===== config.mk =====
export PLATFORM = sky130hd
export DESIGN_NAME = if_id_fetch_stage
export DESIGN_NICKNAME = d
export VERILOG_FILES = /design/src/rtl/if_id_fetch_stage.sv
export SDC_FILE = /design/constraint.sdc
export NUM_CORES = 1
export LEC_CHECK = 0
export CORE_ASPECT_RATIO = 1.25
export CORE_MARGIN = 2
export CORE_UTILIZATION = 44
export DETAILED_ROUTE_END_ITERATION = 8
export GPL_ROUTABILITY_DRIVEN = 1
export PLACE_DENSITY = 0.77
export SLEW_MARGIN = 20
export SYNTH_ARGS = -nofsm -noshare
export SYNTH_HDL_FRONTEND = slang
export SYNTH_SLANG_ARGS = --single-unit

===== constraint.sdc =====
create_clock -name clk -period 2 [get_ports clk]
set_input_delay 0.4 -clock clk [delete_from_list [all_inputs] [get_ports clk]]
set_output_delay 0.4 -clock clk [all_outputs]
set_load 0.05 [all_outputs]

===== src/rtl/if_id_fetch_stage.sv =====
// Fetch stage: PC register, single-outstanding imem request and the IF/ID register; 2 cycles/instr with 1-cycle memory.
// Stalls park a returned word in a hold buffer (no loss); flushes redirect the PC and drain any owed response.
module if_id_fetch_stage #(
    parameter logic [31:0] RESET_PC  = 32'h0000_0000,
    parameter logic [31:0] NOP_INSTR = 32'h0000_0013
) (
    input  logic        clk,
    input  logic        rst_n,
    input  logic        pcwrite,
    input  logic        ifid_write,
    input  logic        flush,
    input  logic [31:0] branch_target,
    output logic        imem_req,
    output logic [31:0] imem_addr,
    input  logic [31:0] imem_rdata,
    input  logic        imem_valid,
    output logic [31:0] ifid_pc,
    output logic [31:0] ifid_instr,
    output logic        ifid_valid
);

    typedef enum logic [1:0] {FETCH, WAIT, HOLD, DRAIN} state_t;

    state_t      r_state;
    state_t      w_state_nxt;
    logic        r_live;
    logic [31:0] r_pc;
    logic [31:0] r_hold_dat;
    logic [31:0] r_ifid_pc;
    logic [31:0] r_ifid_instr;
    logic        r_ifid_valid;

    logic        w_req;
    logic        w_go;
    logic        w_load_mem;
    logic        w_load_hold;
    logic        w_bubble;
    logic        w_capture;

    // r_live keeps the request low while reset is held and for the first cycle after release
    assign w_req = (r_state == FETCH) && r_live;
    assign w_go  = ifid_write && pcwrite;

    always_comb begin
        w_state_nxt = r_state;
        w_load_mem  = 1'b0;
        w_load_hold = 1'b0;
        w_bubble    = 1'b0;
        w_capture   = 1'b0;
        if (flush) begin
            case (r_state)
                FETCH:   w_state_nxt = w_req ? DRAIN : FETCH;
                WAIT:    w_state_nxt = imem_valid ? FETCH : DRAIN;
                HOLD:    w_state_nxt = FETCH;
                DRAIN:   w_state_nxt = imem_valid ? FETCH : DRAIN;
                default: w_state_nxt = FETCH;
            endcase
        end else begin
            case (r_state)
                FETCH: begin
                    w_bubble = ifid_write;
                    if (w_req) begin
                        w_state_nxt = WAIT;
                    end
                end
                WAIT: begin
                    if (imem_valid) begin
                        if (w_go) begin
                            w_load_mem  = 1'b1;
                            w_state_nxt = FETCH;
                        end else begin
                            w_capture   = 1'b1;
                            w_state_nxt = HOLD;
                        end
                    end else begin
                        w_bubble = ifid_write;
                    end
                end
                HOLD: begin
                    if (w_go) begin
                        w_load_hold = 1'b1;
                        w_state_nxt = FETCH;
                    end
                end
                DRAIN: begin
                    if (imem_valid) begin
                        w_state_nxt = FETCH;
                    end
                end
                default: w_state_nxt = FETCH;
            endcase
        end
    end

    always_ff @(posedge clk or negedge rst_n) begin
        if (!rst_n) begin
            r_state <= FETCH;
            r_live  <= 1'b0;
        end else begin
            r_state <= w_state_nxt;
            r_live  <= 1'b1;
        end
    end

    always_ff @(posedge clk or negedge rst_n) begin
        if (!rst_n) begin
            r_pc         <= RESET_PC;
            r_hold_dat   <= 32'h0;
            r_ifid_pc    <= 32'h0;
            r_ifid_instr <= NOP_INSTR;
            r_ifid_valid <= 1'b0;
        end else if (flush) begin
            r_pc         <= branch_target;
            r_hold_dat   <= 32'h0;
            r_ifid_pc    <= 32'h0;
            r_ifid_instr <= NOP_INSTR;
            r_ifid_valid <= 1'b0;
        end else begin
            if (w_load_mem || w_load_hold) begin
                r_ifid_pc    <= r_pc;
                r_ifid_instr <= w_load_mem ? imem_rdata : r_hold_dat;
                r_ifid_valid <= 1'b1;
                r_pc         <= r_pc + 32'd4;
            end else if (w_bubble) begin
                r_ifid_pc    <= 32'h0;
                r_ifid_instr <= NOP_INSTR;
                r_ifid_valid <= 1'b0;
            end
            if (w_capture) begin
                r_hold_dat <= imem_rdata;
            end
        end
    end

    assign imem_req   = w_req;
    assign imem_addr  = r_pc;
    assign ifid_pc    = r_ifid_pc;
    assign ifid_instr = r_ifid_instr;
    assign ifid_valid = r_ifid_valid;

endmodule


## Word-level counts from Yosys, hierarchy flattened

Cells that the tools add are included.

| word-level totals | value |
|---|---|
| output and inout port bits | 98 |
| word-level logic and storage cells | 61 |
| input port bits | 70 |
| register bits | 132 |

| operators by class | value |
|---|---|
| equality and inequality tests | 7 |
| add/subtract/negate cells | 1 |
| muxes and demuxes | 37 |
| reduce and logical (&&, ||, !) cells | 9 |

Operator list:

| kind | count |
|---|---|
| $mux 32 | 11 |
| $add 32x3->32 const B | 1 |
| $mux 2 | 8 |
| $mux 1 | 15 |
| $ne 3x3->1 const B | 4 |
| $pmux 2 s4 | 1 |
| $pmux 2 s3 | 1 |
| $eq 2x2->1 const B | 2 |
| $reduce_and 4->1 | 1 |
| $reduce_bool 2->1 | 2 |
| $reduce_bool 3->1 | 1 |
| $eq 2x1->1 const B | 1 |
| $logic_and 1x1->1 | 2 |
| $logic_not 2->1 | 1 |
| $pmux 1 s2 | 1 |
| $reduce_or 2->1 | 1 |
| $logic_or 1x1->1 | 1 |

## Logic depth before layout (Yosys ltp)

Gate-level depths: netlist of run 1.

| logic depth | value |
|---|---|
| word-level depth | 8 |
| mapped depth | 7 |

## Least setup slack after synthesis of run 1

No wires, ideal clock.

| timing | value |
|---|---|
| path type | reg-to-reg |
| start | reg r_pc[7] (netlist: imem_addr[7]) |
| end | reg r_pc[19] (netlist: imem_addr[19]) |
| path buffers | 2 |
| arrival time | 2.270 ns |
| data required time | 1.880 ns |
| stages on the path, launching flop included | 7 |
| path slack | -0.390 ns |
| library setup time | 0.120 ns |
| cells stage by stage | dfrtp_1 > buf_4 > nand4_1 > or4_1 > buf_2 > or4_4 > a31o_1 |

| on the way | value |
|---|---|
| cells in the longest elaborated chain, start to end | 3 |

RTL lines:

| item | line | text |
|---|---|---|
| from (decl) | 27 | `logic [31:0] r_pc;` |
| from (signal assigned) | 113 | `r_pc <= branch_target;` |
| from (signal assigned) | 123 | `r_pc <= r_pc + 32'd4;` |
| $add 32x3->32 | 123 |  |
| $mux 32 | 119 | `if (w_load_mem \|\| w_load_hold) begin` |
| $mux 32 | 112 | `end else if (flush) begin` |

Every way passes these cells. The select of a mux whose other input is x is not followed.
A chain may end at the register's enable or synchronous reset.

## Final worst setup path of run 1

| timing | value |
|---|---|
| start | reg r_pc[9] (netlist: imem_addr[9]) |
| end | reg r_pc[19] (netlist: imem_addr[19]) |

Same word-level chain as after synthesis.

==> impl_summary.txt, run 1 <==
----------------------------------------------------
[Run]
  Max-cap violations ... 0

[Placed design]
  Setup slack after placement ... -330.9 ps
  Final estimated routing congestion in global placement ... 0.8638
  Number of input and output port buffers inserted ... 167
  Half-perimeter wire length after placement ... 12590 um
  DP Cell Count ... 964

[Timing]
  Max Freq ... between 500 and 600 MHz
  Clock period minus worst slack ... 1984 ps
  Number of setup violations in the final report ... 0
  Post-route clock period utilization ... 0.9919
  Transition time at the pin with the least slew margin ... about 520 ps
  Setup repair after global routing missed its margin ... yes
  Number of max-slew violations in the final report ... 0
  Hold_ws ... 427.9 ps
  Hold Violations, Final ... 0
  Setup clock skew after layout ... 8.193 ps
  Final worst-path setup slack ... approximately 16 ps
  Worst slew margin ... 0.6518

[Synth]
  Compound-gate portion of the synthesized area ... 0.1506
  Most frequent cells after synthesis ... sky130_fd_sc_hd__nand2_1, sky130_fd_sc_hd__dfrtp_1, sky130_fd_sc_hd__o21ai_0
  Number of warnings issued by yosys ... 0
  Xor-xnor portion of the synthesized cell area ... 0.02326
  Cell type contributing the most total cell area after synthesis ... sky130_fd_sc_hd__dfrtp_1
  Combinational family with the most area after synthesis ... simple AND/OR/NAND/NOR gates
  Top post-synthesis cells by area ... sky130_fd_sc_hd__dfrtp_1, sky130_fd_sc_hd__nand2_1, sky130_fd_sc_hd__mux2i_1
  Fraction of synthesized cell area taken by the top area cell type ... 0.5358
  Number of storage elements in the synthesis netlist ... approximately 130
  Fraction of synthesized area in multiplexers ... 0.07248
  Count of flip-flops with a built-in enable after synthesis ... 0
  Synth Cell Area ... around 6000 um^2
  Share of synthesized cell area in full adder, half adder and majority cells ... 0.002077
  Fraction of registers with async set/reset ... 1.000
  Post-Synth Simple-Gate Area ... 0.1653
  Post-Synthesis Net Count ... 676
  Post-synthesis cell type count ... 54
  Sequential element share of the synthesized area ... 0.5489
  Mean post-synth cell area ... 9.958 um^2
  Most numerous cell in the Yosys netlist ... sky130_fd_sc_hd__nand2_1
  Prevailing post-synth register cell ... sky130_fd_sc_hd__dfrtp_1
  Gate Count Post-Synth ... ~610

[Floorplanning]
  Cell Rows ... 47
  Boundary pin count ... 168
  Vertical die dimension ... 134.8 um
  Die outline area ... 14650 um^2
  Placeable Area ... 13290 um^2
  Initial core utilization ... 0.4533
  Horizontal die dimension ... between 100 and 150 um

[Setup path]
  Worst setup slack for register-to-register paths ... 20 ps
  Max FO, Critical Path ... 9
  Critical path arrival ... about 2300 ps
  Worst Path Class, Setup ... reg -> reg
  Worst Setup End Kind ... flip-flop
  Worst Setup EP ... imem_addr[19]$_DFFE_PN0P_
  Crit Reg-Reg Startpoint ... imem_addr[9]$_DFFE_PN0P_
  Reg-to-reg critical path endpoint ... imem_addr[19]$_DFFE_PN0P_
  Critical Path Source ... imem_addr[9]$_DFFE_PN0P_
  Reg2reg path depth ... 4
  Endpoint required time on the critical path ... 2310 ps
  Critical path launch point type ... flip-flop

[Final layout]
  Share of cells above drive strength 1 ... 0.2241
  Finished Layout Cells ... 1010
  Count of inserted antenna diode cells ... 0
  Net count, final ... ~900
  Syn-to-layout area delta ... 50.13%
  Filler cell count in the final layout ... about 1000

[Drt]
  Post-DR wirelength/cell ... 17.94 um
  Uppermost signal routing layer after detailed routing ... met4
  Wire length on met1 ... 7075 um
  Routed met2 length ... 9470 um
  Post-DR vias/cell ... 5.524
  Drt initial violations ... 332
  Detailed route wirelength on metal3 ... 1293 um
  Final routed wirelength across all metal layers ... 18120 um
  Count of unresolved DRC violations after routing ... 0
  Iteration count of the initial detailed-routing pass ... 5
  Antenna viol nets, final ... 0
  Via Count ... 5579

[Clock network]
  Reg clk slew, reported paths ... 60 ps
  Max Root-Sink Buffers ... 2
  Skew-Pair Late Insertion Delay ... 420 ps
  TritonCTS buffer count ... 17
  Level count of the clock H-tree ... 4
  TritonCTS clock tree ... built
  CTS root buf ... sky130_fd_sc_hd__clkbuf_16
  Sinks on Clock Net ... 132

[Global route]
  Vias in the first global route ... 5694
  Number of antenna violations at the first check in global routing ... 0
  Overall global routing resource usage ... 0.2484
  Largest net degree at the start of global routing ... 78
  Wire length of the first global-routing pass ... 28180 um
  Total congestion overflow ... 0

[Power]
  Pwr/cell area ... 885.5 nW/um^2
  Part of the total power dissipated in the clock network ... 0.356
  Switching Share ... 0.3259
  Post-layout total power ... 8.009 mW
  Int Power ... 5.399 mW
  Part of the total power dissipated in sequential elements ... 0.383
  Share of total power in combinational logic ... 0.261
  Switching power ... 2.610 mW
  Highest ir drop seen on vdd ... approximately 0.53 mV
  Leakage power ... 4.518 nW

[Hold path]
  Type of the tightest min-delay check ... in -> reg

[Run status]
  Run status ... complete, no violations

----------------------------------------------------
-- flip-flops by register name, indices dropped and copies added, names as in the netlist --
signal      flops
r_state         2
ifid_instr     32
ifid_pc        32
ifid_valid      1
imem_addr      32
r_live          1
r_hold_dat     32
-- cells in the final DEF, fill, tap and decap left out, types with 5 or more instances in the layout --
cell type                         count
sky130_fd_sc_hd__nand2_1            135
sky130_fd_sc_hd__dfrtp_1            109
sky130_fd_sc_hd__buf_4               98
sky130_fd_sc_hd__clkdlybuf4s50_1     75
sky130_fd_sc_hd__o21ai_0             48
sky130_fd_sc_hd__mux2i_1             38
sky130_fd_sc_hd__dlymetal6s2s_1      36
sky130_fd_sc_hd__a21oi_1             34
sky130_fd_sc_hd__a22o_1              27
sky130_fd_sc_hd__dlygate4sd2_1       24
sky130_fd_sc_hd__dfrtp_2             20
sky130_fd_sc_hd__clkbuf_16           17
sky130_fd_sc_hd__nor2_1              14
sky130_fd_sc_hd__inv_1               12
sky130_fd_sc_hd__nand3_1             12
sky130_fd_sc_hd__nor3_1              10
sky130_fd_sc_hd__xor2_1               9
sky130_fd_sc_hd__o21ai_1              7
sky130_fd_sc_hd__nand4_1              7
sky130_fd_sc_hd__xnor2_1              7
sky130_fd_sc_hd__buf_12               7
sky130_fd_sc_hd__mux2_2               5
-- per-layer routing --
metal / track usage / vias up
met3: 0.06274 / 27
met5: 0 / -
li1: - / 2555
met2: 0.4316 / 249
met4: 0.07906 / 0
met1: 0.3004 / 2748
-- power by group through the flow --
stage	combinational [mW]	sequential, mW	clock (mW)
detailed placement	2.07	3.11	0
global route	2.22	3.09	3.01
floorplan	0.663	3.56	0
finish	2.09	3.07	2.85
CTS	2.07	3.07	2.88
global placement	2.02	3.10	0
-- cell type report --
| cell class | instances | area [um^2] | area share |
|---|---|---|---|
| Clock buffer | 24 | 491.7 | 0.05436 |
| Inverter | 12 | 45.04 | 0.004980 |
| Clock inverter | 8 | 53.80 | 0.005948 |
| Multi-Input combinational cell | 420 | 2595 | 0.2869 |
| Sequential cell | 132 | 3332 | 0.3684 |
| Tap cell | 171 | 214.0 | 0.02365 |
| Timing Repair Buffer | 243 | 2313 | 0.2558 |
-- stage by stage --
stage,instance area [um^2],TNS (ps),util
global route,9045,-97.44,0.6806
CTS,8855,0,0.6663
finish,9045,0,0.6806
global placement,8269,-10640,0.6222
floorplan,6066,-701.4,-
detailed placement,8269,-16090,0.6222
-- critical path: stages, from the launching register on --
cell and delay (ps):
sky130_fd_sc_hd__dfrtp_2 380, sky130_fd_sc_hd__nand4_1 180, sky130_fd_sc_hd__or4_4 660, sky130_fd_sc_hd__or4_4 470, sky130_fd_sc_hd__a31o_1 190
-- timing repair --
action                                  4_1_cts  5_1_grt
hold buffers                                  1        0
cloned                                        0        0
endpoints found under the setup margin       26       53
endpoints found under the hold margin        45        0
pin swaps                                     2        5
buffers inserted                              7        7
gates resized for setup                      26       49
-- worst min-delay path by stage --
stage | start | endpoint | slack (ps) | cells past startpoint
floorplan | rst_n | ifid_instr[10]$_DFFE_PN0P_ | 100 | 0
global placement | rst_n | r_hold_dat[5]$_DFFE_PN0P_ | 380 | 1
detailed placement | rst_n | r_hold_dat[5]$_DFFE_PN0P_ | 380 | 1
CTS | flush | r_hold_dat[9]$_DFFE_PN0P_ | 410 | 3
global route | flush | r_hold_dat[0]$_DFFE_PN0P_ | 430 | 3
finish | flush | r_hold_dat[9]$_DFFE_PN0P_ | 430 | 3
-- logic make-up after synthesis --
group                    Yosys count
adder cells (fa/ha/maj)            1
AND/OR/NAND/NOR                  216
flip-flops                       132
other                              1
buffers and inverters             53
multiplexers                      43
XOR/XNOR                          16
AO/OA/AOI/OAI                    143
No activity file was read; power rests on OpenSTA's default activity.
==> run 2: changes to the inputs <==
Settings changed: SLEW_MARGIN 20 to default.
==> results of run 2 <==
The final DEF is identical to that of run 1; final timing and power are the same.
==> run 3: changes to the inputs <==
Settings changed: REMOVE_ABC_BUFFERS from default to 1.
==> run 3 against run 2 <==
Effect of this change: hold slack better by 17 ps; worst setup slack about the same; non-clock buffer count fell by 5; critical path type is now reg -> out; largest cell class unchanged.
==> impl_summary.txt, run 3 (same netlist as run 1, synthesis figures left out) <==
----------------------------------------------------
[Drt]
  Routed met2 length ... 9042 um (-4.5%)
  Count of unresolved DRC violations after routing ... 0 (unchanged)
  Wire length on met1 ... 7449 um (+5.3%)
  Post-DR wirelength/cell ... 17.78 um (-0.93%)
  Post-DR vias/cell ... 5.500 (-0.44%)
  Uppermost signal routing layer after detailed routing ... met4
  Via Count ... 5527 (-0.93%)
  Antenna viol nets, final ... 0 (unchanged)
  Iteration count of the initial detailed-routing pass ... 5 (unchanged)
  Drt initial violations ... 414 (+25%)
  Final routed wirelength across all metal layers ... 17870 um (-1.4%)
  Detailed route wirelength on metal3 ... 1047 um (-19%)

[Timing]
  Post-route clock period utilization ... 0.9918 (about the same)
  Number of setup violations in the final report ... 0 (unchanged)
  Max Freq ... 504.1 MHz (about the same)
  Setup repair after global routing missed its margin ... yes
  Final worst-path setup slack ... 16.30 ps (+0.1655 ps)
  Number of max-slew violations in the final report ... 0 (unchanged)
  Worst slew margin ... 0.6199 (-0.03190)
  Transition time at the pin with the least slew margin ... 570.1 ps (+45.76 ps)
  Total negative setup slack ... 0 ps (unchanged)
  Clock period minus worst slack ... 1984 ps (-0.1655 ps)
  Setup clock skew after layout ... 10.36 ps (+2.162 ps)
  Hold Violations, Final ... 0 (unchanged)

[Hold path]
  Type of the tightest min-delay check ... in -> reg
  Worst min-delay path endpoint ... r_hold_dat[22]$_DFFE_PN0P_
  Origin of the worst min-delay path ... flush
  Hold Path Stages ... 3 (unchanged)

[Clock network]
  Sinks on Clock Net ... 132 (unchanged)
  Skew-Pair Late Insertion Delay ... 410 ps (about the same)
  TritonCTS buffer count ... 17 (unchanged)
  TritonCTS clock tree ... built
  Level count of the clock H-tree ... 4 (unchanged)
  CTS root buf ... sky130_fd_sc_hd__clkbuf_16
  Reg clk slew, reported paths ... 60 ps (about the same)
  Max Root-Sink Buffers ... 2 (unchanged)

[Run]
  Max-cap violations ... 0 (unchanged)

[Global route]
  Wire length of the first global-routing pass ... 28190 um (about the same)
  Overall global routing resource usage ... 0.2474 (-0.0009704)
  Vias in the first global route ... 5538 (-2.7%)
  Number of antenna violations at the first check in global routing ... 0 (unchanged)
  Largest net degree at the start of global routing ... 59 (-24%)
  Total congestion overflow ... 0 (unchanged)

[Floorplanning]
  Initial core utilization ... 0.4533 (unchanged)
  Placeable Area ... 13290 um^2 (unchanged)
  Vertical die dimension ... 134.8 um (unchanged)
  Horizontal die dimension ... 108.7 um (unchanged)
  Cell Rows ... 47 (unchanged)
  Boundary pin count ... 168 (unchanged)
  Die outline area ... 14650 um^2 (unchanged)

[Setup path]
  Worst setup slack for register-to-register paths ... 70 ps (+50 ps)
  Worst Path Class, Setup ... reg -> out
  Worst Setup End Kind ... primary output
  Max FO, Critical Path ... 2 (-7)
  Crit path max-delay family ... buffers and inverters
  Series of cell instances along the critical path ... clkdlybuf4s50_1
  Crit Reg-Reg Startpoint ... r_state[1]$_DFFE_PN0P_
  Max stage delay cell, worst path ... sky130_fd_sc_hd__clkdlybuf4s50_1
  Buffers & Inverters on Critical Path ... 1 (+1)
  Endpoint required time on the critical path ... 1600 ps (-710 ps)
  Biggest cell delay along the critical path ... 810 ps (+150 ps)
  Reg2reg path depth ... 7 (+3)
  Critical path launch point type ... flip-flop
  Critical path arrival ... 1580 ps (-710 ps)
  Reg-to-reg critical path endpoint ... ifid_instr[16]$_DFFE_PN0P_

[Run status]
  Run status ... complete, no violations

[Power]
  Highest ir drop seen on vdd ... 0.5515 mV (+3.8%)
  Leakage power ... 4.520 nW (about the same)
  Pwr/cell area ... 930.9 nW/um^2 (+5.1%)

[Placed design]
  Number of input and output port buffers inserted ... 167 (unchanged)
  Final estimated routing congestion in global placement ... 0.8590 (-0.56%)
  Half-perimeter wire length after placement ... 12250 um (-2.7%)
  Setup slack after placement ... -314.9 ps (+15.95 ps)
  DP Cell Count ... 966 (+0.21%)

[Final layout]
  Filler cell count in the final layout ... 1015 (-3.1%)
  Count of inserted antenna diode cells ... 0 (unchanged)
  Most common cell after layout, fill and taps aside ... sky130_fd_sc_hd__nand2_1
  Share of cells above drive strength 1 ... 0.2062 (-0.01784)
  Top library cells by usage in the layout, fill and taps aside ... sky130_fd_sc_hd__nand2_1, sky130_fd_sc_hd__dfrtp_1, sky130_fd_sc_hd__buf_4
  Net count, final ... 892 (-0.56%)
  Finished Layout Cells ... 1005 (-0.50%)
  Syn-to-layout area delta ... 51.03%

----------------------------------------------------
[run 3: how the worst max path moves through the flow]
stage	from	end	cells after the start
2_1_floorplan	r_state[1]$_DFFE_PN0P_	ifid_instr[0]$_DFFE_PN1P_	4
3_3_place_gp	imem_valid	imem_addr[24]$_DFFE_PN0P_	7
3_5_place_dp	imem_valid	ifid_instr[9]$_DFFE_PN0P_	7
4_1_cts	ifid_pc[8]$_DFFE_PN0P_	ifid_pc[8]	1
5_1_grt	r_state[1]$_DFFE_PN0P_	ifid_instr[16]$_DFFE_PN0P_	7
6_report	ifid_pc[7]$_DFFE_PN0P_	ifid_pc[7]	1
[run 3: area by class of cell]
cell class	instances	area (um^2)	share of cell area
Tap cell	171	214.0	0.02351
Sequential cell	132	3307	0.3634
Inverter	12	45.04	0.004950
Clock inverter	15	205.2	0.02255
Multi-Input combinational cell	420	2605	0.2863
Clock buffer	17	425.4	0.04675
Timing Repair Buffer	238	2297	0.2525
[run 3: power by group]
group          internal, mW  switching (mW)
clock network          2.10            1.22
registers              2.89           0.149
logic                 0.798            1.32
total                  5.78            2.69
[run 3: repair_timing]
action	in CTS	in global routing
gates resized for setup	20	45
gates cloned	1	0
pin swaps	1	5
buffers inserted	0	5
hold buffers	1	0
setup endpoints to repair	20	64
endpoints found under the hold margin	54	0
[run 3: metrics by stage]
stage	power (mW)	hold WS, ps	util	cell area [um^2]
2_1_floorplan	4.142	104.4	-	5848
3_3_place_gp	5.109	401.8	0.6206	8248
3_5_place_dp	5.168	415.2	0.6206	8248
4_1_cts	8.488	408.9	0.6711	8919
5_1_grt	8.798	446.9	0.6846	9099
6_report	8.470	444.8	0.6846	9099
[run 3: per-layer routing]
layer | GRT usage | vias to the layer above
met3 | 0.04488 | 25
met5 | 0 | -
met1 | 0.3228 | 2723
li1 | - | 2557
met4 | 0.09972 | 0
met2 | 0.4066 | 222
